### src/rtl/tcp_pkg.sv
// tcp_pkg: shared definitions for the TCP session tracker.
//   conn_state_e : per-connection FSM encoding (LISTEN=0 .. CLOSING=3)
//   FLAG_*       : bit positions inside the 8-bit flag field
//   flags_t      : decoded flag bits
//   decode_flags : low nibble of the flag field -> flags_t
package tcp_pkg;

  typedef enum logic [1:0] {
    LISTEN      = 2'd0,
    SYN_RCVD    = 2'd1,
    ESTABLISHED = 2'd2,
    CLOSING     = 2'd3
  } conn_state_e;

  localparam int FLAG_SYN = 0;
  localparam int FLAG_ACK = 1;
  localparam int FLAG_FIN = 2;
  localparam int FLAG_RST = 3;

  typedef struct packed {
    logic rst;
    logic fin;
    logic ack;
    logic syn;
  } flags_t;

  function automatic flags_t decode_flags(input logic [3:0] f);
    flags_t r;
    r.syn = f[FLAG_SYN];
    r.ack = f[FLAG_ACK];
    r.fin = f[FLAG_FIN];
    r.rst = f[FLAG_RST];
    return r;
  endfunction

endpackage

### src/rtl/tcp_session_tracker_if.sv
// tcp_session_tracker_if: packet-in / packet-out handshake bundle.
//   PACKET_READY, PAYLOAD_DATA, CONN_ID : inbound packet (valid, word, conn)
//   IN_READY                            : tracker can take the inbound packet
//   PACKET_READY_OUT, PAYLOAD_DATA_OUT,
//   CONN_ID_OUT                         : forwarded packet
//   OUT_READY                           : downstream takes the forwarded packet
// Modports: master = traffic source/sink, slave = tracker.
interface tcp_session_tracker_if #(
  parameter int NUM_CONN = 4,
  parameter int DATA_W   = 32
);
  localparam int ID_W = $clog2(NUM_CONN);

  logic              PACKET_READY;
  logic [DATA_W-1:0] PAYLOAD_DATA;
  logic [ID_W-1:0]   CONN_ID;
  logic              IN_READY;
  logic              PACKET_READY_OUT;
  logic [DATA_W-1:0] PAYLOAD_DATA_OUT;
  logic [ID_W-1:0]   CONN_ID_OUT;
  logic              OUT_READY;

  modport master (
    output PACKET_READY, PAYLOAD_DATA, CONN_ID, OUT_READY,
    input  IN_READY, PACKET_READY_OUT, PAYLOAD_DATA_OUT, CONN_ID_OUT
  );

  modport slave (
    input  PACKET_READY, PAYLOAD_DATA, CONN_ID, OUT_READY,
    output IN_READY, PACKET_READY_OUT, PAYLOAD_DATA_OUT, CONN_ID_OUT
  );
endinterface

### src/rtl/tcp_conn_timer.sv
// tcp_conn_timer: idle counter for one connection in SYN_RCVD.
//   clk_i, rst_i : clock, synchronous active-high reset
//   run_i        : connection is in SYN_RCVD this cycle
//   timeout_o    : counter has reached TIMEOUT_CYCLES-1 while running
// The counter is held at zero whenever run_i is low, so it is already clear
// on the first cycle of SYN_RCVD.
module tcp_conn_timer #(
  parameter int TIMEOUT_CYCLES = 1024
) (
  input  logic clk_i,
  input  logic rst_i,
  input  logic run_i,
  output logic timeout_o
);
  localparam int            CW   = $clog2(TIMEOUT_CYCLES);
  localparam logic [CW-1:0] LAST = CW'(TIMEOUT_CYCLES - 1);

  logic [CW-1:0] cnt_q, cnt_d;

  // Saturates at LAST: if a dropped packet outvotes the timeout, the pulse
  // simply repeats next cycle.
  always_comb begin
    cnt_d = cnt_q;
    if (!run_i)             cnt_d = '0;
    else if (cnt_q != LAST) cnt_d = cnt_q + CW'(1);
  end

  always_ff @(posedge clk_i) begin
    if (rst_i) cnt_q <= '0;
    else       cnt_q <= cnt_d;
  end

  assign timeout_o = run_i && (cnt_q == LAST);
endmodule

### src/rtl/tcp_session_tracker.sv
// tcp_session_tracker: per-connection TCP handshake tracker and data filter.
//   CLK, RESET : clock, synchronous active-high reset
//   bus        : tcp_session_tracker_if.slave (packet in / packet out)
//   EST_MASK   : bit i high while connection i is ESTABLISHED
//   DROP_COUNT : saturating count of accepted-but-not-forwarded packets,
//                present only when TCP_TRACKER_STATS_EN is defined
// Flags live in PAYLOAD_DATA[DATA_W-1:DATA_W-8]; RST beats all other flags.
// Only ESTABLISHED forwards; output is a single register stage.
module tcp_session_tracker
  import tcp_pkg::*;
#(
  parameter int NUM_CONN       = 4,
  parameter int DATA_W         = 32,
  parameter int TIMEOUT_CYCLES = 1024
) (
  input  logic                CLK,
  input  logic                RESET,
  tcp_session_tracker_if.slave bus,
  output logic [NUM_CONN-1:0] EST_MASK
`ifdef TCP_TRACKER_STATS_EN
  ,
  output logic [15:0]         DROP_COUNT
`endif
);
  localparam int ID_W = $clog2(NUM_CONN);

  conn_state_e [NUM_CONN-1:0] state_q, state_d;
  logic        [NUM_CONN-1:0] tmo;
  logic                       acc, fwd;
  flags_t                     flg;

  logic              vld_q;
  logic [DATA_W-1:0] data_q;
  logic [ID_W-1:0]   id_q;

  assign bus.IN_READY = !vld_q || bus.OUT_READY;
  assign acc = bus.PACKET_READY && bus.IN_READY;
  assign flg = decode_flags(bus.PAYLOAD_DATA[DATA_W-8 +: 4]);

  for (genvar g = 0; g < NUM_CONN; g++) begin : g_conn
    tcp_conn_timer #(.TIMEOUT_CYCLES(TIMEOUT_CYCLES)) u_timer (
      .clk_i    (CLK),
      .rst_i    (RESET),
      .run_i    (state_q[g] == SYN_RCVD),
      .timeout_o(tmo[g])
    );
    assign EST_MASK[g] = (state_q[g] == ESTABLISHED);
  end

  always_ff @(posedge CLK) begin
    if (RESET) state_q <= {NUM_CONN{LISTEN}};
    else       state_q <= state_d;
  end

  // Timeouts are applied first so an accepted packet on the same connection
  // overrides them (every packet branch writes the target state explicitly).
  always_comb begin
    state_d = state_q;
    fwd     = 1'b0;
    for (int i = 0; i < NUM_CONN; i++)
      if (tmo[i]) state_d[i] = LISTEN;
    if (acc) begin
      if (flg.rst) begin
        state_d[bus.CONN_ID] = LISTEN;
      end else begin
        unique case (state_q[bus.CONN_ID])
          LISTEN:      state_d[bus.CONN_ID] = (flg.syn && !flg.ack) ? SYN_RCVD : LISTEN;
          SYN_RCVD:    state_d[bus.CONN_ID] = (flg.syn && flg.ack) ? ESTABLISHED : SYN_RCVD;
          ESTABLISHED: begin
            fwd                  = 1'b1;
            state_d[bus.CONN_ID] = flg.fin ? CLOSING : ESTABLISHED;
          end
          CLOSING:     state_d[bus.CONN_ID] = flg.ack ? LISTEN : CLOSING;
          default:     state_d[bus.CONN_ID] = LISTEN;
        endcase
      end
    end
  end

  // A new forward may load in the same cycle the old one drains.
  always_ff @(posedge CLK) begin
    if (RESET) begin
      vld_q  <= 1'b0;
      data_q <= '0;
      id_q   <= '0;
    end else if (fwd) begin
      vld_q  <= 1'b1;
      data_q <= bus.PAYLOAD_DATA;
      id_q   <= bus.CONN_ID;
    end else if (bus.OUT_READY) begin
      vld_q  <= 1'b0;
    end
  end

  assign bus.PACKET_READY_OUT = vld_q;
  assign bus.PAYLOAD_DATA_OUT = data_q;
  assign bus.CONN_ID_OUT      = id_q;

`ifdef TCP_TRACKER_STATS_EN
  logic [15:0] drop_q;
  always_ff @(posedge CLK) begin
    if (RESET)                           drop_q <= '0;
    else if (acc && !fwd && drop_q != 16'hFFFF) drop_q <= drop_q + 16'd1;
  end
  assign DROP_COUNT = drop_q;
`endif
endmodule

### src/flat_wrapper.sv
// flat-port wrapper written by rule: the top's interface ports become plain ports
module tcp_session_tracker_flat import tcp_pkg::*;
#(
  parameter int NUM_CONN       = 4,
  parameter int DATA_W         = 32,
  parameter int TIMEOUT_CYCLES = 1024
)
  (CLK, RESET, EST_MASK, bus_PACKET_READY, bus_PAYLOAD_DATA, bus_CONN_ID, bus_OUT_READY, bus_IN_READY, bus_PACKET_READY_OUT, bus_PAYLOAD_DATA_OUT, bus_CONN_ID_OUT);
  tcp_session_tracker_if #(.NUM_CONN(NUM_CONN), .DATA_W(DATA_W)) bus_i ();
  input  logic CLK;
  input  logic RESET;
  output logic [NUM_CONN-1:0] EST_MASK;
  input wire logic [$bits(bus_i.PACKET_READY)-1:0] bus_PACKET_READY;
  input wire logic [$bits(bus_i.PAYLOAD_DATA)-1:0] bus_PAYLOAD_DATA;
  input wire logic [$bits(bus_i.CONN_ID)-1:0] bus_CONN_ID;
  input wire logic [$bits(bus_i.OUT_READY)-1:0] bus_OUT_READY;
  output wire logic [$bits(bus_i.IN_READY)-1:0] bus_IN_READY;
  output wire logic [$bits(bus_i.PACKET_READY_OUT)-1:0] bus_PACKET_READY_OUT;
  output wire logic [$bits(bus_i.PAYLOAD_DATA_OUT)-1:0] bus_PAYLOAD_DATA_OUT;
  output wire logic [$bits(bus_i.CONN_ID_OUT)-1:0] bus_CONN_ID_OUT;
  assign bus_i.PACKET_READY = bus_PACKET_READY;
  assign bus_i.PAYLOAD_DATA = bus_PAYLOAD_DATA;
  assign bus_i.CONN_ID = bus_CONN_ID;
  assign bus_i.OUT_READY = bus_OUT_READY;
  assign bus_IN_READY = bus_i.IN_READY;
  assign bus_PACKET_READY_OUT = bus_i.PACKET_READY_OUT;
  assign bus_PAYLOAD_DATA_OUT = bus_i.PAYLOAD_DATA_OUT;
  assign bus_CONN_ID_OUT = bus_i.CONN_ID_OUT;
  tcp_session_tracker #(.NUM_CONN(NUM_CONN), .DATA_W(DATA_W), .TIMEOUT_CYCLES(TIMEOUT_CYCLES)) u_core (.CLK(CLK), .RESET(RESET), .bus(bus_i), .EST_MASK(EST_MASK));
endmodule
### config.mk
export PLATFORM = sky130hd
export DESIGN_NAME = tcp_session_tracker_flat
export DESIGN_NICKNAME = d
export VERILOG_FILES = /design/src/rtl/tcp_pkg.sv /design/src/rtl/tcp_session_tracker_if.sv /design/src/rtl/tcp_conn_timer.sv /design/src/rtl/tcp_session_tracker.sv /design/src/flat_wrapper.sv
export SDC_FILE = /design/constraint.sdc
export NUM_CORES = 1
export LEC_CHECK = 0
export BUFFER_PORTS_ARGS = -buffer_cell sky130_fd_sc_hd__buf_2
export CORE_ASPECT_RATIO = 1.25
export CORE_MARGIN = 3
export CORE_UTILIZATION = 60
export DETAILED_ROUTE_END_ITERATION = 8
export GPL_TIMING_DRIVEN = 0
export PLACE_DENSITY = 0.86
export RECOVER_POWER = 25
export SKIP_LAST_GASP = 1
export SLEW_MARGIN = 20
export SYNTH_ARGS = -nofsm -noshare
export SYNTH_HDL_FRONTEND = slang
export SYNTH_HIERARCHICAL = 1
export SYNTH_SLANG_ARGS = --single-unit
export TNS_END_PERCENT = 30
### constraint.sdc
create_clock -name CLK -period 4.9 [get_ports CLK]
set_clock_uncertainty 0.2 [all_clocks]
set_input_delay 0.49 -clock CLK [delete_from_list [all_inputs] [get_ports CLK]]
set_output_delay 0.49 -clock CLK [all_outputs]
set_load 0.02 [all_outputs]
## Word level (Yosys, flattened, before mapping)

Index checks and enable logic that the tools add are counted.

- Bits in registers: 83
- Output and inout bits: 40
- Logic and storage cells: 83

- Add/sub/neg operators: 4
- Order comparisons: 2
- Equality and inequality tests: 19
- Muxes and demuxes: 24
- Bitwise logic cells: 6
- Reductions and logical operators: 17

Operator list:

| kind | number |
|---|---|
| $add A10 B1 Y10 const B | 4 |
| $eq A10 B10 Y1 const B | 4 |
| $ne A10 B10 Y1 const B | 4 |
| $bwmux W8 | 4 |
| $pmux W8 S4 | 1 |
| $mux W2 | 8 |
| $mux W8 | 2 |
| $eq A2 B2 Y1 const B | 6 |
| $eq A2 B1 Y1 const B | 5 |
| $and A8 B8 Y8 | 1 |
| $logic_and A1 B1 Y1 | 8 |
| $not A8 Y8 | 1 |
| $reduce_or A2 Y1 | 4 |
| $mux W1 | 7 |
| $bmux W2 S2 | 1 |
| $demux W2 S2 | 1 |
| $not A1 Y1 | 4 |
| $lt A2 B3 Y1 const B | 1 |
| $ge A2 B1 Y1 const B | 1 |
| $logic_not A1 Y1 | 2 |
| $logic_not A2 Y1 | 1 |
| $reduce_bool A2 Y1 | 1 |
| $logic_or A1 B1 Y1 | 1 |

## Longest topological paths before layout

- Depth after elaboration: 8
- Mapped depth: 8

## Modules after synthesis

Netlist, hierarchy kept.

Modules (own cells, without submodules):

| module | times used | cells an instance | area an instance (µm²) | sequential area each (µm²) |
|---|---|---|---|---|
| tcp_conn_timer | 4 | 56 | 528.0 | 200.2 |
| tcp_session_tracker | 1 | 196 | 1964.4 | 860.8 |

## Worst setup path before layout

Ideal clock, no wire load.

- Path type: input to register
- Start point: input port bus_CONN_ID[0]
- End point: register u_core.data_q[10], in the netlist u_core/bus.PAYLOAD_DATA_OUT[10]
- Library setup time: 125 ps
- Data arrival time: 1762 ps
- Data required time: 4575 ps
- Slack: 2812 ps
- Stages: 6
- Path buffers: 2
- Cell sequence: mux4_2 nor3b_2 buf_6 buf_12 mux2i_1 nor2_1

- Longest elaborated chain between the ends: 6

Ends and longest elaborated chain:

| element | line | RTL |
|---|---|---|
| start, declared | flat_wrapper.sv:15 | `input wire logic [$bits(bus_i.CONN_ID)-1:0] bus_CONN_ID;` |
| $bmux W2 S2 | tcp_session_tracker.sv:66 | `unique case (state_q[bus.CONN_ID])` |
| $mux W2 (not written as such) | tcp_session_tracker.sv:66 |  |
| $eq A2 B2 Y1 | tcp_session_tracker.sv:66 |  |
| $mux W1 | tcp_session_tracker.sv:66 |  |
| $mux W1 | tcp_session_tracker.sv:63 | `if (flg.rst) begin` |
| $mux W1 | tcp_session_tracker.sv:62 | `if (acc) begin` |
| end signal, assigned | tcp_session_tracker.sv:88 | `data_q <= bus.PAYLOAD_DATA;` |
| end, declared | tcp_session_tracker.sv:33 | `logic [DATA_W-1:0] data_q;` |

Every way passes these cells. The select of a mux whose other input is x is not followed.
A chain may end at the register's enable or synchronous reset.

## Final worst setup path

- Start point: register u_core/state_q[6] (netlist bit)
- End point: register u_core.id_q[1], in the netlist u_core/bus.CONN_ID_OUT[1]

- Longest elaborated chain between the ends: 6

Ends and longest elaborated chain:

| element | line | RTL |
|---|---|---|
| start, declared | tcp_session_tracker.sv:27 | `conn_state_e [NUM_CONN-1:0] state_q, state_d;` |
| start signal, assigned | tcp_session_tracker.sv:51 | `if (RESET) state_q <= {NUM_CONN{LISTEN}};` |
| start signal, assigned | tcp_session_tracker.sv:52 | `else state_q <= state_d;` |
| $bmux W2 S2 | tcp_session_tracker.sv:66 |  |
| $mux W2 (not written as such) | tcp_session_tracker.sv:66 |  |
| $eq A2 B2 Y1 | tcp_session_tracker.sv:66 |  |
| $mux W1 | tcp_session_tracker.sv:66 |  |
| $mux W1 | tcp_session_tracker.sv:63 |  |
| $mux W1 | tcp_session_tracker.sv:62 |  |
| end signal, assigned | tcp_session_tracker.sv:89 | `id_q <= bus.CONN_ID;` |
| end, declared | tcp_session_tracker.sv:34 | `logic [ID_W-1:0] id_q;` |

Every way passes these cells. The select of a mux whose other input is x is not followed.

==> impl_metrics.yaml <==
critical_path:
  worstSetupStartpointType: "flip-flop"
  cp_num_buf_inv: 2
  reg2reg_slack_ns: 2.72
  cp_data_arrival_time_ns: 2.22
  r2r-start: "u_core/state_q[6]$_SDFF_PP0_"
  worst-path-max-fanout: 10
  reg2regPathDepth: 6
  worst-endpoint-required_ns: 4.95
  timing.critical_path.to_type: "flip-flop"
  timing.critical_path.max_delay_family: "multiplexers"
  worstPathCellList: "mux4_2, nor3b_2, buf_6, buf_12, mux2i_1, nor2_1"
  crit_slowest_cell: "sky130_fd_sc_hd__mux4_2"
  criticalPathCategory: "flip-flop to flip-flop"
  critPathMaxStageDelay_ns: 0.59
  timing.rr.end: "u_core/bus.CONN_ID_OUT[1]$_SDFFE_PP0P_"
  critical_path_depth: 6
placement:
  gp_routability_congestion: 0.952
  numPortBuffers: 77
  detailedPlacementHpwl_um: 6750
  post-place-cells: 582
clocking:
  cts-root-buf: "sky130_fd_sc_hd__clkbuf_8"
  cts-buffers-inserted: 9
  post_cts_buffers: 0
  cts_tree: "yes"
  clockBufferDepth: 2
  post_cts_hold_buffer_count: 0
  insertion_delay_ns: 0.36
  cts_sinks: 83
  htree_num_levels: 3
  cts_repair_resize_count: 0
  clkTransAtPathRegs_ns: 0.10
logic_synthesis:
  async_reset_ff_frac: 0
  synth_seq_cells: 83
  syn-cell-area_um2: 4080
  ys_dominant_reg_cell: "sky130_fd_sc_hd__dfxtp_1"
  synth_area_per_cell_um2: 9.71
  syn_nets: 462
  netlist.area_leader.share: 0.408
  synthCells: 420
  post_synth_num_cell_types: 50
  synth_area_leader_cell: "sky130_fd_sc_hd__dfxtp_1"
  sequential_element_share_of_the_synthesized_area: 0.408
  ys.warnings.count: 6
  main_area_contributors_after_synthesis: "sky130_fd_sc_hd__dfxtp_1 (41%), sky130_fd_sc_hd__mux2i_1 (11%), sky130_fd_sc_hd__nor2_1 (3.6%)"
  synth_edf_count: 0
sta:
  setup_viol: 0
  timing.final.hold_violations: 0
  report.final.slew_viol_count: 0
  final.min_clock_period_ns: 2.18
  rsz0062_at_grt: "false"
  slew_headroom: 0.680
  fmax_mhz: 460
  fin_setup_tns_ns: 0
  final.period_utilization: 0.444
  slew_at_the_pin_closest_to_its_max_slew_limit_ns: 0.475
global_routing:
  first_pass_grt_wire_length_um: 15700
  maximum_number_of_pins_on_one_net_before_global_route_repair: 18
  grt_use_total: 0.249
  number_of_global_route_vias_before_repair: 3500
  grt_remaining_overflow: 0
  antenna_found_initial: 0
finish:
  mostFrequentLayoutCell: "sky130_fd_sc_hd__dfxtp_1"
  layout_common_cells: "sky130_fd_sc_hd__dfxtp_1 (83), sky130_fd_sc_hd__buf_2 (59), sky130_fd_sc_hd__mux2i_1 (44)"
  area.growth.synth_to_final_pct: 15.6
  design.final.nets: 550
  finish.cell_count_without_fillers: 598
  diodes: 0
  final_util: 0.740
  proportion_of_layout_cells_with_a_drive_suffix_above_1: 0.220
job:
  max_cap_violations: 0
hold_path:
  holdPathEnd: "u_core/bus.PAYLOAD_DATA_OUT[2]$_SDFFE_PP0P_"
  critical_hold_path_startpoint: "bus_PAYLOAD_DATA[2]"
  timing.hold.worst.class: "input port to flip-flop"
  worst_hold_path.num_cells: 3
die:
  core_region_area_um2: 6370
  chipHeight_um: 98.2
  design.portCount: 78
  full_die_area_um2: 7830
  initial_core_util: 0.640
  die_width_um: 79.7
  placementRows: 32
route:
  routedWlPerCell_um: 15.5
  remaining_drc_errors: 0
  avgViaCountPerCell: 5.98
  drt_first_iter_violations: 210
  number_of_optimization_iterations_in_the_first_detailed_route_pass: 5
  number_of_nets_still_failing_antenna_checks_after_routing: 0
  routed_wirelength_um: 9270
  via_count: 3579
pwr:
  p_leak_nw: 1.84
  power.switching_fraction: 0.256
  net-switching-power_uw: 309
  portion_of_total_power_attributed_to_the_clock_network: 0.397
  max-vdd-ir-drop_mv: 0.217
  p_comb_frac: 0.042
  power.density_cell_area_nw_per_um2: 256
  internal_power_uw: 897
  power.sequential.fraction: 0.561
outcome:
  status: "finished clean"
[layout make-up]
cell class,count,area [um^2]
clock buffer,9,124
buffer,20,188
clock inverter,7,66.3
timing repair buffer,77,360
fill,469,1660
multi-input combinational,312,2190
tap,85,106
inverter,5,18.8
sequential,83,1660
[flip-flops by register name (all words and copies together), names as in the netlist]
signal                       cells
u_core/bus.PAYLOAD_DATA_OUT     32
u_core/bus.CONN_ID_OUT           2
u_core/state_q                   8
u_core/g_conn.u_timer/cnt_q     40
u_core/bus.PACKET_READY_OUT      1
[cells by family (layout without fill, tap and decap cells)]
logic type / count (synthesis) / after routing / synth area share
and+or+nand+nor: 175 / 175 / 0.252
AOI/OAI and AO/OA: 86 / 86 / 0.158
DFF: 83 / 83 / 0.408
muxes: 47 / 47 / 0.119
buffers and inverters: 25 / 118 / 0.0506
adders and majority gates: 4 / 4 / 0.0123
[cell usage after synthesis, types with 5 or more instances]
cell                        n
sky130_fd_sc_hd__nand2_1   25
sky130_fd_sc_hd__and4_1     8
sky130_fd_sc_hd__nor3b_1    9
sky130_fd_sc_hd__nand2b_1  13
sky130_fd_sc_hd__a31oi_1   23
sky130_fd_sc_hd__dfxtp_1   83
sky130_fd_sc_hd__and3_2     8
sky130_fd_sc_hd__and3_1     7
sky130_fd_sc_hd__clkbuf_1   5
sky130_fd_sc_hd__inv_1      5
sky130_fd_sc_hd__a21oi_1   11
sky130_fd_sc_hd__nor2_1    39
sky130_fd_sc_hd__buf_6      5
sky130_fd_sc_hd__o21ai_0   14
sky130_fd_sc_hd__nor3_1     5
sky130_fd_sc_hd__a211oi_1   7
sky130_fd_sc_hd__nor2b_1   18
sky130_fd_sc_hd__nand3_1   16
sky130_fd_sc_hd__mux2i_1   44
[per-stage QoR]
| step | worst slack [ns] | hold WS [ns] | total power, mW | cell area (um^2) |
|---|---|---|---|---|
| floorplan | 2.81 | 0.244 | 0.717 | 4080 |
| global placement | 2.59 | 0.256 | 0.739 | 4570 |
| detailed placement | 2.49 | 0.265 | 0.742 | 4570 |
| CTS | 2.73 | 0.139 | 1.21 | 4760 |
| global route | 2.68 | 0.149 | 1.25 | 4710 |
| finish | 2.72 | 0.154 | 1.21 | 4710 |
[worst reg2reg max path: stages, from the launching register on]
cell and delay (ns):
sky130_fd_sc_hd__dfxtp_1 0.37, sky130_fd_sc_hd__mux4_2 0.59, sky130_fd_sc_hd__nor3b_2 0.22, sky130_fd_sc_hd__buf_6 0.20, sky130_fd_sc_hd__buf_12 0.16, sky130_fd_sc_hd__mux2i_1 0.26
sky130_fd_sc_hd__nor2_1 0.07
[routing by layer]
| layer | track usage | share of wire | vias to the layer above |
|---|---|---|---|
| met4 | 0.114 | 0.026 | 0 |
| li1 | - | - | 1747 |
| met5 | 0 | 0 | - |
| met1 | 0.300 | 0.41 | 1667 |
| met2 | 0.415 | 0.50 | 137 |
| met3 | 0.0590 | 0.069 | 28 |
[how the worst max path moves through the flow]
stage	start	endpoint	slack, ns
after floorplan	bus_CONN_ID[0]	u_core/bus.PAYLOAD_DATA_OUT[10]$_SDFFE_PP0P_	2.81
after global placement	bus_CONN_ID[0]	u_core/bus.PAYLOAD_DATA_OUT[5]$_SDFFE_PP0P_	2.59
after detailed placement	bus_CONN_ID[0]	u_core/bus.CONN_ID_OUT[1]$_SDFFE_PP0P_	2.49
after CTS	u_core/state_q[6]$_SDFF_PP0_	u_core/bus.CONN_ID_OUT[1]$_SDFFE_PP0P_	2.73
after global routing	u_core/state_q[6]$_SDFF_PP0_	u_core/bus.CONN_ID_OUT[1]$_SDFFE_PP0P_	2.68
final	u_core/state_q[6]$_SDFF_PP0_	u_core/bus.CONN_ID_OUT[1]$_SDFFE_PP0P_	2.72
[power groups by stage]
| stage | Combinational (mW) | Sequential, mW | Clock [mW] |
|---|---|---|---|
| floorplan | 0.0247 | 0.692 | 0 |
| global placement | 0.0476 | 0.692 | 0 |
| detailed placement | 0.0497 | 0.692 | 0 |
| CTS | 0.0499 | 0.676 | 0.488 |
| global route | 0.0549 | 0.676 | 0.517 |
| finish | 0.0503 | 0.676 | 0.479 |
Note: power is estimated with default switching activity, not from simulation.
